[src/rtl/regbank_write_arbiter.sv]
// Round-robin arbiter sharing the register bank's single write port between
// the ALU writeback (port A) and the load-return path (port B).
module regbank_write_arbiter #(
  parameter int DATA_W  = 32,
  parameter int ADDR_W  = 5,
  parameter bit DROP_R0 = 1'b1
) (
  input  logic              clk,
  input  logic              rstn,
  input  logic              hold,
  input  logic              a_valid,
  input  logic [ADDR_W-1:0] a_addr,
  input  logic [DATA_W-1:0] a_data,
  output logic              a_ready,
  input  logic              b_valid,
  input  logic [ADDR_W-1:0] b_addr,
  input  logic [DATA_W-1:0] b_data,
  output logic              b_ready,
  output logic              wr_en,
  output logic [ADDR_W-1:0] wr_addr,
  output logic              wr_sel,
  output logic [DATA_W-1:0] wr_data,
  output logic              last_grant
);

  logic              last_grant_q, last_grant_d;
  logic              wr_en_q, wr_en_d;
  logic [ADDR_W-1:0] wr_addr_q, wr_addr_d;
  logic              wr_sel_q, wr_sel_d;
  logic [DATA_W-1:0] wr_data_q, wr_data_d;
  logic              xfer;
  logic [ADDR_W-1:0] win_addr;
  logic [DATA_W-1:0] win_data;

  // Under contention the port that did not win last time gets the grant.
  always_comb begin
    a_ready = 1'b0;
    b_ready = 1'b0;
    if (rstn && !hold) begin
      if (a_valid && b_valid) begin
        a_ready = last_grant_q;
        b_ready = !last_grant_q;
      end else begin
        a_ready = a_valid;
        b_ready = b_valid;
      end
    end
  end

  always_comb begin
    xfer         = a_ready | b_ready;
    win_addr     = b_ready ? b_addr : a_addr;
    win_data     = b_ready ? b_data : a_data;
    last_grant_d = last_grant_q;
    wr_en_d      = 1'b0;
    wr_addr_d    = wr_addr_q;
    wr_sel_d     = wr_sel_q;
    wr_data_d    = wr_data_q;
    if (xfer) begin
      last_grant_d = b_ready;
      wr_sel_d     = b_ready;
      wr_addr_d    = win_addr;
      wr_data_d    = win_data;
      // An r0 handshake still completes and moves the pointer; only the write is suppressed.
      wr_en_d      = !(DROP_R0 && (win_addr == '0));
    end
  end

  always_ff @(posedge clk) begin
    if (!rstn) begin
      last_grant_q <= 1'b1;
      wr_en_q      <= 1'b0;
      wr_addr_q    <= '0;
      wr_sel_q     <= 1'b0;
      wr_data_q    <= '0;
    end else begin
      last_grant_q <= last_grant_d;
      wr_en_q      <= wr_en_d;
      wr_addr_q    <= wr_addr_d;
      wr_sel_q     <= wr_sel_d;
      wr_data_q    <= wr_data_d;
    end
  end

  assign wr_en      = wr_en_q;
  assign wr_addr    = wr_addr_q;
  assign wr_sel     = wr_sel_q;
  assign wr_data    = wr_data_q;
  assign last_grant = last_grant_q;

endmodule
[config.mk]
export PLATFORM = sky130hd
export DESIGN_NAME = regbank_write_arbiter
export DESIGN_NICKNAME = d
export VERILOG_FILES = /design/src/rtl/regbank_write_arbiter.sv
export SDC_FILE = /design/constraint.sdc
export NUM_CORES = 1
export LEC_CHECK = 0
export ABC_AREA = 1
export BUFFER_PORTS_ARGS = -buffer_cell sky130_fd_sc_hd__buf_4
export CAP_MARGIN = 20
export CORE_ASPECT_RATIO = 0.9
export CORE_UTILIZATION = 38
export CTS_CLUSTER_SIZE = 20
export DETAILED_ROUTE_END_ITERATION = 7
export GPL_TIMING_DRIVEN = 0
export PLACE_DENSITY = 0.75
export SLEW_MARGIN = 5
export SYNTH_ARGS = -nofsm -noshare
export SYNTH_HDL_FRONTEND = slang
export SYNTH_SLANG_ARGS = --single-unit
export TNS_END_PERCENT = 10
[constraint.sdc]
create_clock -name clk -period 1.28 [get_ports clk]
set_clock_uncertainty 0.05 [all_clocks]
set_input_delay 0.128 -clock clk [delete_from_list [all_inputs] [get_ports clk]]
set_output_delay 0.128 -clock clk [all_outputs]
set_load 0.03 [all_outputs]
==> run_results.csv, run 1 <==
group,metric,value,unit
pwr,power.share.sequential,40.2,%
synth,yosysMostFrequentCell,"nand2_1",
setup_path,startpoint,"last_grant",
sta,final.period_utilization,105,%
setup_path,path_max_fanout,5,
die,core_area,0.00486,mm²
synth,yosysTopAreaCell,"dfxtp_1",
cells_and_area,design_area,0.00332,mm²
clocking,h-tree-depth,2,
pwr,pwr-share-clk,32.6,%
cells_and_area,diodes,0,
die,initial_utilization,39.6,%
sta,worst_pin_slew,0.503,ns
route,drc,0,
route,drt-pass1-iter-count,4,
pwr,combPwrFrac,27.3,%
worst_hold_path,hp-class,"primary input to flop",
setup_path,r2r_cells,9,
die,dieArea,0.00536,mm²
sta,timing.final.ws_setup,-0.0682,ns
worst_hold_path,min_path_cells,3,
pwr,sw_frac_of_total,29.0,%
sta,slew_headroom,66.5,%
clocking,clockBufferDepth,2,
outcome,failed_checks,"setup timing",
sta,rsz0062_at_grt,"true",
clocking,numCtsBuffers,5,
placement,post-place-ws,-0.166,ns
sta,finalHoldViolations,0,
setup_path,slowest_delay,0.36,ns
synth,synth.mux.area_fraction,0,%
setup_path,reg2reg_setup_slack,-0.06,ns
setup_path,critPathBufInv,3,
synth,syn_nets,353,
setup_path,worst_path_max_delay_cell,"dfxtp_4",
synth,synth-compound-area-share,16.4,%
pwr,power,3.47,mW
die,die_h,69.5,µm
clocking,clk_pin_slew,0.07,ns
route,drtAntennaViolNets,0,
synth,synthArstFlopShare,0,%
placement,port_buffers,120,
placement,place_hpwl,4.04,mm
clocking,cts_tree,"done",
route,vias,2299,
clocking,cts.sinks,40,
route,avgViaCountPerCell,4.85,
sta,max_freq,742,MHz
synth,synthAdderAreaFrac,0,%
setup_path,cpMostUsedCell,"buf_6",
grt,grt_max_degree,13,
pwr,leakage,1.82,nW
setup_path,r2r-end,"wr_data[13]",
setup_path,cp-start-kind,"flop",
sta,finalSetupViolCount,18,
synth,synth_flop_cell,"dfxtp_1",
cells_and_area,drive_gt1_share,45.7,%
clocking,clk_latency,0.29,ns
grt,antenna_found_initial,0,
die,die_w,77.0,µm
pwr,p_switching,1.00,mW
synth,netlist_top_cells_count,"81 x nand2_1, 48 x inv_1, 40 x dfxtp_1",
synth,ys_types,18,
placement,placed_area,0.00293,mm²
cells_and_area,fin_util,68.3,%
sta,drv_slew,0,
pwr,power_density,1040,mW/mm²
grt,grt_pass1_vias,2039,
placement,gp_congestion,0.743,
synth,synth_seq_area_share,41.6,%
cells_and_area,final_cells,474,
setup_path,critPathCaptureType,"output pin",
pwr,p_int,2.47,mW
grt,grt.total_usage,21.6,%
setup_path,crit_required,1.10,ns
synth,synth_top_family_by_area,"simple AND/OR/NAND/NOR gates",
synth,synth_edf_count,0,
synth,syn_inst,274,
setup_path,cp_cell_sequence,"nand2_4, nand4_4, inv_4, buf_6, buf_6",
outcome,status,"finished with violations",
synth,synth_top_cells_by_area,"dfxtp_1 42%, nand2_1 16%, o211ai_1 14%",
synth,synthSimpleGateAreaFrac,27.0,%
placement,placed_cells,459,
cells_and_area,nets,487,
setup_path,r2r-start,"last_grant",
route,post_drt_wl_per_cell,12.6,µm
die,num_rows,24,
setup_path,crit_family,"flip-flops",
grt,grt_pass1_wl,9.16,mm
grt,overflow,0,
flow_run,cap_violations,0,
setup_path,cp_data_arrival_time,1.17,ns
sta,period_needed,1.35,ns
cells_and_area,area_growth,72.5,%
route,wl,5.99,mm
clocking,cts_root_buffer,"clkbuf_8",
synth,synth_xor_xnor_area_share,0,%
die,io_pins,121,
route,drtIter0Drc,57,
setup_path,path_depth,5,
setup_path,path_class,"flop to output pin",
synth,synth_top_area_share,41.6,%
setup_path,endpoint,"b_ready",
synth,yosysWarnings,0,
synth,syn_area,0.00193,mm²
synth,avgSynthCellArea,7.03,µm²
pwr,irDropWorstVdd,0.536,mV
synth,synth-seq-cells,40,
-- cell usage in the layout, fill, tap and decap left out, types with 3 or more instances in the layout --
cell	n
nand2_2	14
nand2_1	66
clkbuf_8	7
nand3_1	19
nand3_2	14
buf_2	5
buf_8	3
dfxtp_1	39
inv_1	48
buf_4	125
clkbuf_1	4
nand4_1	3
buf_6	7
o211ai_1	36
-- logic make-up (layout without fill, tap and decap cells) --
family	count (synthesis)	after routing
and+or+nand+nor	121	121
buffers and inverters	69	204
AOI/OAI and AO/OA	44	44
DFF	40	40
-- metrics by stage --
| stage | hold slack [ns] | setup TNS [ns] |
|---|---|---|
| 3_3_place_gp | 0.368 | -3.92 |
| 4_1_cts | 0.0673 | -0.509 |
| 5_1_grt | 0.0803 | -3.04 |
| 6_report | 0.0837 | -0.338 |
| 3_5_place_dp | 0.376 | -4.39 |
| 2_1_floorplan | 0.221 | -0.00207 |
-- worst reg2reg max path: cells and delay by family, from the launching register on --
kind                   cells  cell delay (ns)
buffers and inverters      4             0.45
flip-flops                 1             0.36
AND/OR/NAND/NOR            4             0.33
AO/OA/AOI/OAI              1             0.12
-- how the worst min path moves through the flow --
stage	start	end
2_1_floorplan	rstn	wr_sel
3_3_place_gp	rstn	wr_sel
3_5_place_dp	rstn	wr_sel
4_1_cts	rstn	wr_sel
5_1_grt	rstn	wr_sel
6_report	rstn	wr_sel
-- layer usage --
| metal | vias up | part of all wire (%) | GRT usage, % |
|---|---|---|---|
| li1 | 1152 | - | - |
| met1 | 1049 | 43 | 26.6 |
| met2 | 90 | 48 | 35.2 |
| met3 | 8 | 7.9 | 7.63 |
| met4 | 0 | 1.5 | 6.92 |
| met5 | - | 0 | 0 |
-- cell type report --
| type | count | area, µm² |
|---|---|---|
| repair buffers | 127 | 1010 |
| inverters | 50 | 190 |
| clock inverters | 1 | 30.0 |
| multi-input cells | 165 | 967 |
| plain buffers | 19 | 145 |
| well taps | 65 | 81.3 |
| fillers | 435 | 1540 |
| flip-flops and latches | 40 | 805 |
| clock buffers | 7 | 96.3 |
-- power groups by stage --
stage	Combinational [mW]	Clock [mW]	Sequential, mW
after global placement	0.865	0	1.42
after CTS	0.901	1.16	1.39
after floorplan	0.275	0	1.61
final	0.946	1.13	1.39
after global routing	1.02	1.21	1.41
after detailed placement	0.874	0	1.42
-- sequential cells by signal, summed over array words and instances, names as in the netlist --
signal      cells
wr_data        32
last_grant      1
wr_addr         5
wr_en           1
wr_sel          1
-- repair_timing --
item,CTS,global route
pin swaps,2,1
gates cloned,0,2
hold buffers,0,0
resized for setup,10,38
buffers inserted,5,0
endpoints found under the setup margin,37,32
Power figures use the tool's default switching activity.
==> run 2: changes to the inputs <==
--- a/config.mk
+++ b/config.mk
@@ -9,11 +9,12 @@
 export BUFFER_PORTS_ARGS = -buffer_cell sky130_fd_sc_hd__buf_4
 export CAP_MARGIN = 20
 export CORE_ASPECT_RATIO = 0.9
-export CORE_UTILIZATION = 38
+export CORE_UTILIZATION = 40
+export CTS_BUF_LIST = sky130_fd_sc_hd__clkbuf_4
 export CTS_CLUSTER_SIZE = 20
 export DETAILED_ROUTE_END_ITERATION = 7
 export GPL_TIMING_DRIVEN = 0
-export PLACE_DENSITY = 0.75
+export PLACE_DENSITY = 0.79
 export SLEW_MARGIN = 5
 export SYNTH_ARGS = -nofsm -noshare
 export SYNTH_HDL_FRONTEND = slang
==> run 2 against run 1 <==
Against the previous run:
- the flow still finishes with violations (setup timing)
- via count is 2.7% lower
- cell area is 7.0% lower
- sequential share of layout area is 1.8 points higher
- routed wire length is 1.5% lower
- die area is 4.9% lower
- critical path type unchanged
- critical endpoint unchanged
==> run_results.csv, run 2 (synthesized netlist as in run 1, its figures left out) <==
group,metric,value,unit
die,io_pins,121,
setup_path,path_class,"flop to output pin",
setup_path,path_max_fanout,3,
setup_path,slowest_delay,0.38,ns
route,vias,2237,
sta,holdWs,0.0311,ns
cells_and_area,nets,485,
route,wl,5.90,mm
sta,period_needed,1.36,ns
grt,antenna_found_initial,0,
route,drc,0,
clocking,numCtsBuffers,5,
pwr,irDropWorstVdd,0.464,mV
cells_and_area,largest_reg_flops,32,
die,num_rows,23,
route,drtAntennaViolNets,0,
cells_and_area,final_cell_mix,"128 x buf_4, 80 x nand2_1, 48 x inv_1",
pwr,leakage,1.75,nW
route,wl_met1,2.53,mm
die,dieArea,0.00510,mm²
setup_path,cp-start-kind,"flop",
clocking,clockBufferDepth,2,
placement,post-place-ws,-0.199,ns
setup_path,worst_path_max_delay_cell,"dfxtp_4",
grt,grt_pass1_vias,2047,
die,die_w,75.1,µm
grt,grt_pass1_wl,9.07,mm
sta,tns,-0.682,ns
cells_and_area,area_growth,60.4,%
worst_hold_path,hp-class,"primary input to flop",
sta,rsz0062_at_grt,"true",
setup_path,cp_data_arrival_time,1.19,ns
cells_and_area,fin_util,67.9,%
grt,grt.total_usage,23.9,%
setup_path,critPathCaptureType,"output pin",
sta,drv_slew,0,
sta,timing.final.ws_setup,-0.0835,ns
route,wl_met2,2.82,mm
outcome,failed_checks,"setup timing",
clocking,clk_latency,0.35,ns
placement,place_hpwl,4.20,mm
placement,gp_congestion,0.778,
clocking,clk_pin_slew,0.13,ns
clocking,cts_root_buffer,"clkbuf_4",
cells_and_area,final_common_cell,"buf_4",
cells_and_area,diodes,0,
setup_path,cpMostUsedCell,"buf_6",
sta,max_freq,733,MHz
grt,overflow,0,
sta,worst_pin_slew,0.504,ns
cells_and_area,drive_gt1_share,38.3,%
flow_run,cap_violations,0,
pwr,power_density,957,mW/mm²
route,avgViaCountPerCell,4.77,
die,initial_utilization,42.4,%
route,drt-pass1-iter-count,5,
route,dr.max_layer_used,"met4",
clocking,cts.sinks,40,
route,drtIter0Drc,89,
outcome,status,"finished with violations",
grt,grt_max_degree,14,
die,die_h,67.8,µm
sta,slew_headroom,66.4,%
clocking,h-tree-depth,2,
sta,final.period_utilization,107,%
setup_path,crit_required,1.10,ns
pwr,power,2.96,mW
setup_path,cp_cell_sequence,"nand2_4, nand4_4, inv_2, buf_6, buf_6",
sta,finalHoldViolations,0,
route,dr_wl_met3,508,µm
route,post_drt_wl_per_cell,12.6,µm
clocking,cts_tree,"done",
placement,port_buffers,120,
sta,finalSetupViolCount,34,
die,core_area,0.00455,mm²
==> run 2: final cells by class <==
| cell class | instances | area (µm²) |
|---|---|---|
| inverters | 50 | 188 |
| flip-flops and latches | 40 | 805 |
| clock buffers | 5 | 37.5 |
| plain buffers | 19 | 153 |
| repair buffers | 125 | 948 |
| clock inverters | 3 | 18.8 |
| well taps | 62 | 77.6 |
| multi-input cells | 165 | 862 |
| fillers | 421 | 1460 |
==> run 2: path summary, 6_finish.rpt <==
check | startpoint | end | slack, ns | cells past startpoint
max | last_grant | b_ready | -0.08 | 5
min | b_data[13] | wr_data[13] | 0.03 | 5
max reg2reg | last_grant | wr_en | -0.08 | 8
min reg2reg | wr_data[4] | wr_data[4] | 0.46 | 2
==> run 2: through the flow <==
step | instance area [µm²] | instances
after global placement | 2930 | 456
after detailed placement | 2930 | 456
after CTS | 3080 | 469
after floorplan | 1950 | 274
final | 3090 | 469
after global routing | 3090 | 469
==> run 2: metal layers <==
layer | vias up | track usage [%]
li1 | 1146 | -
met1 | 995 | 28.3
met2 | 91 | 41.1
met3 | 5 | 9.28
met4 | 0 | 5.32
met5 | - | 0
==> run 2: power by group <==
part	total (mW)	leakage (nW)	switching, mW	internal (mW)
Combinational	0.907	1.38	0.489	0.418
Clock	0.653	0.0349	0.442	0.211
Sequential	1.40	0.330	0.0545	1.34
==> run 2: timing repair <==
item                       4_1_cts  5_1_grt
gates resized for setup         14        3
hold buffers                     1        0
pin swaps                        2        1
setup buffers                    4        0
setup endpoints to repair       39       40
hold endpoints to repair         1        0
==> run 2: worst max-delay path: cells and delay by family, from the launching register on <==
kind / cells / cell delay (ns)
DFF: 1 / 0.38
buffers and inverters: 3 / 0.30
and+or+nand+nor: 2 / 0.16
==> run 3: changes to the inputs <==
--- a/config.mk
+++ b/config.mk
@@ -8,13 +8,15 @@
 export ABC_AREA = 1
 export BUFFER_PORTS_ARGS = -buffer_cell sky130_fd_sc_hd__buf_4
 export CAP_MARGIN = 20
+export CELL_PAD_IN_SITES_DETAIL_PLACEMENT = 1
+export CELL_PAD_IN_SITES_GLOBAL_PLACEMENT = 2
 export CORE_ASPECT_RATIO = 0.9
-export CORE_UTILIZATION = 40
+export CORE_UTILIZATION = 19
 export CTS_BUF_LIST = sky130_fd_sc_hd__clkbuf_4
 export CTS_CLUSTER_SIZE = 20
 export DETAILED_ROUTE_END_ITERATION = 7
 export GPL_TIMING_DRIVEN = 0
-export PLACE_DENSITY = 0.79
+export PLACE_DENSITY_LB_ADDON = 0.1
 export SLEW_MARGIN = 5
 export SYNTH_ARGS = -nofsm -noshare
 export SYNTH_HDL_FRONTEND = slang
==> run 3 against run 2 <==
Against the previous run:
- setup slack got worse by 0.0071 ns
- global-route usage shrank 10 points
- final cell count up 14%
- routed wire length grew 20%
- utilization down 35 points
- clock power fell by 5.5%
- sequential power barely moved
- critical path depth unchanged
- power decreased by 0.22%
- the flow still finishes with violations (setup timing)
- critical endpoint unchanged
- combinational power up 3.7%
- sequential share of layout area is 1.3 points lower
- cell area is 5.3% higher
==> run_results.csv, run 3 (synthesized netlist as in run 1, its figures left out) <==
group,metric,value,unit
sta,worst_pin_slew,0.511,ns
sta,rsz0062_at_grt,"true",
sta,finalHoldViolations,0,
die,io_pins,121,
sta,period_needed,1.37,ns
route,vias,2202,
clocking,cts_tree,"done",
cells_and_area,diodes,0,
cells_and_area,largest_reg_flops,32,
pwr,power.share.sequential,47.2,%
worst_hold_path,hp-class,"primary input to flop",
sta,timing.final.ws_setup,-0.0906,ns
die,die_w,108,µm
die,initial_utilization,19.8,%
pwr,combPwrFrac,31.9,%
sta,max_freq,730,MHz
route,drc,0,
setup_path,slowest_delay,0.38,ns
pwr,leakage,1.78,nW
sta,final.period_utilization,107,%
setup_path,path_max_fanout,3,
grt,grt_pass1_vias,2207,
pwr,irDropWorstVdd,0.276,mV
route,wl,7.05,mm
cells_and_area,area_growth,68.9,%
clocking,numCtsBuffers,5,
grt,overflow,0,
pwr,sw_frac_of_total,32.9,%
clocking,h-tree-depth,2,
die,dieArea,0.0105,mm²
cells_and_area,final_common_cell,"buf_4",
pwr,p_switching,0.971,mW
grt,grt_max_degree,13,
die,die_h,97.5,µm
setup_path,cp-start-kind,"flop",
clocking,clk_pin_slew,0.12,ns
placement,gp_congestion,0.702,
sta,drv_slew,0,
clocking,clk_latency,0.34,ns
route,post_drt_wl_per_cell,13.1,µm
cells_and_area,nets,489,
route,avgViaCountPerCell,4.10,
die,core_area,0.00974,mm²
outcome,failed_checks,"setup timing",
placement,placed_area,0.00301,mm²
die,num_rows,34,
setup_path,cp_data_arrival_time,1.19,ns
pwr,pwr-share-clk,20.9,%
pwr,power_density,907,mW/mm²
cells_and_area,drive_gt1_share,39.4,%
flow_run,cap_violations,0,
grt,antenna_found_initial,0,
pwr,p_int,1.98,mW
cells_and_area,design_area,0.00325,mm²
placement,port_buffers,120,
clocking,clockBufferDepth,2,
sta,slew_headroom,65.9,%
route,drt-pass1-iter-count,4,
setup_path,cp_cell_sequence,"nand2_4, nand4_4, inv_2, buf_8, buf_6",
sta,tns,-0.789,ns
sta,finalSetupViolCount,32,
setup_path,critPathCaptureType,"output pin",
clocking,cts_root_buffer,"clkbuf_4",
setup_path,path_class,"flop to output pin",
route,drtIter0Drc,64,
route,drtAntennaViolNets,0,
placement,place_hpwl,5.26,mm
outcome,status,"finished with violations",
setup_path,crit_required,1.10,ns
setup_path,worst_path_max_delay_cell,"dfxtp_4",
clocking,cts.sinks,40,
cells_and_area,final_cell_mix,"128 x buf_4, 77 x nand2_1, 48 x inv_1",
grt,grt_pass1_wl,11.0,mm
grt,grt.total_usage,13.5,%
-- run 3: cell types whose count changed in the layout (fill, tap and decap cells not counted), sizes merged --
cell    delta
buf        +3
clkbuf     +1
-- run 3: metrics by stage --
step	setup WS, ns	power, mW	hold slack [ns]	instances	utilization (%)
2_1_floorplan	-0.00207	1.88	0.221	274	-
3_3_place_gp	-0.265	2.31	0.371	520	30.9
3_5_place_dp	-0.283	2.32	0.387	520	30.9
4_1_cts	-0.133	3.01	0.0309	535	32.7
5_1_grt	-0.174	3.15	0.0493	537	33.4
6_report	-0.0906	2.95	0.0560	537	33.4
-- run 3: repair_timing --
action | CTS | global route
pin swaps | 2 | 1
cloned | 0 | 1
setup buffers | 6 | 1
endpoints found under the setup margin | 40 | 40
hold buffers | 1 | 0
endpoints found under the hold margin | 1 | 0
resized for setup | 18 | 9
-- run 3: critical path: cells and delay by family, from the launching register on --
kind	cells	cell delay, ns
buffers and inverters	3	0.32
flip-flops	1	0.38
AND/OR/NAND/NOR	2	0.16
-- run 3: per-layer routing --
layer	track usage [%]	part of all wire [%]
met1	17.5	45
met2	22.1	46
met3	3.42	7.8
met4	3.16	0.52
met5	0	0
-- run 3: final timing paths --
| kind | slack [ns] | cells after the start | end | startpoint |
|---|---|---|---|---|
| min reg2reg | 0.43 | 2 | wr_sel | wr_sel |
| max | -0.09 | 5 | b_ready | last_grant |
| min | 0.06 | 5 | wr_data[19] | b_data[19] |
| max reg2reg | -0.08 | 8 | wr_data[27] | last_grant |
-- run 3: cell type report --
cell class / count / area (µm²)
repair buffers: 129 / 1000
flip-flops and latches: 40 / 805
plain buffers: 19 / 168
fillers: 1207 / 6490
clock inverters: 3 / 13.8
inverters: 50 / 188
multi-input cells: 165 / 885
well taps: 126 / 158
clock buffers: 5 / 37.5
-- run 3: power groups by stage --
stage          Combinational, mW  Clock [mW]  Sequential [mW]
6_report                   0.941       0.617             1.39
5_1_grt                     1.02       0.722             1.41
4_1_cts                    0.939       0.672             1.40
3_5_place_dp               0.901           0             1.42
3_3_place_gp               0.893           0             1.42
2_1_floorplan              0.275           0             1.61
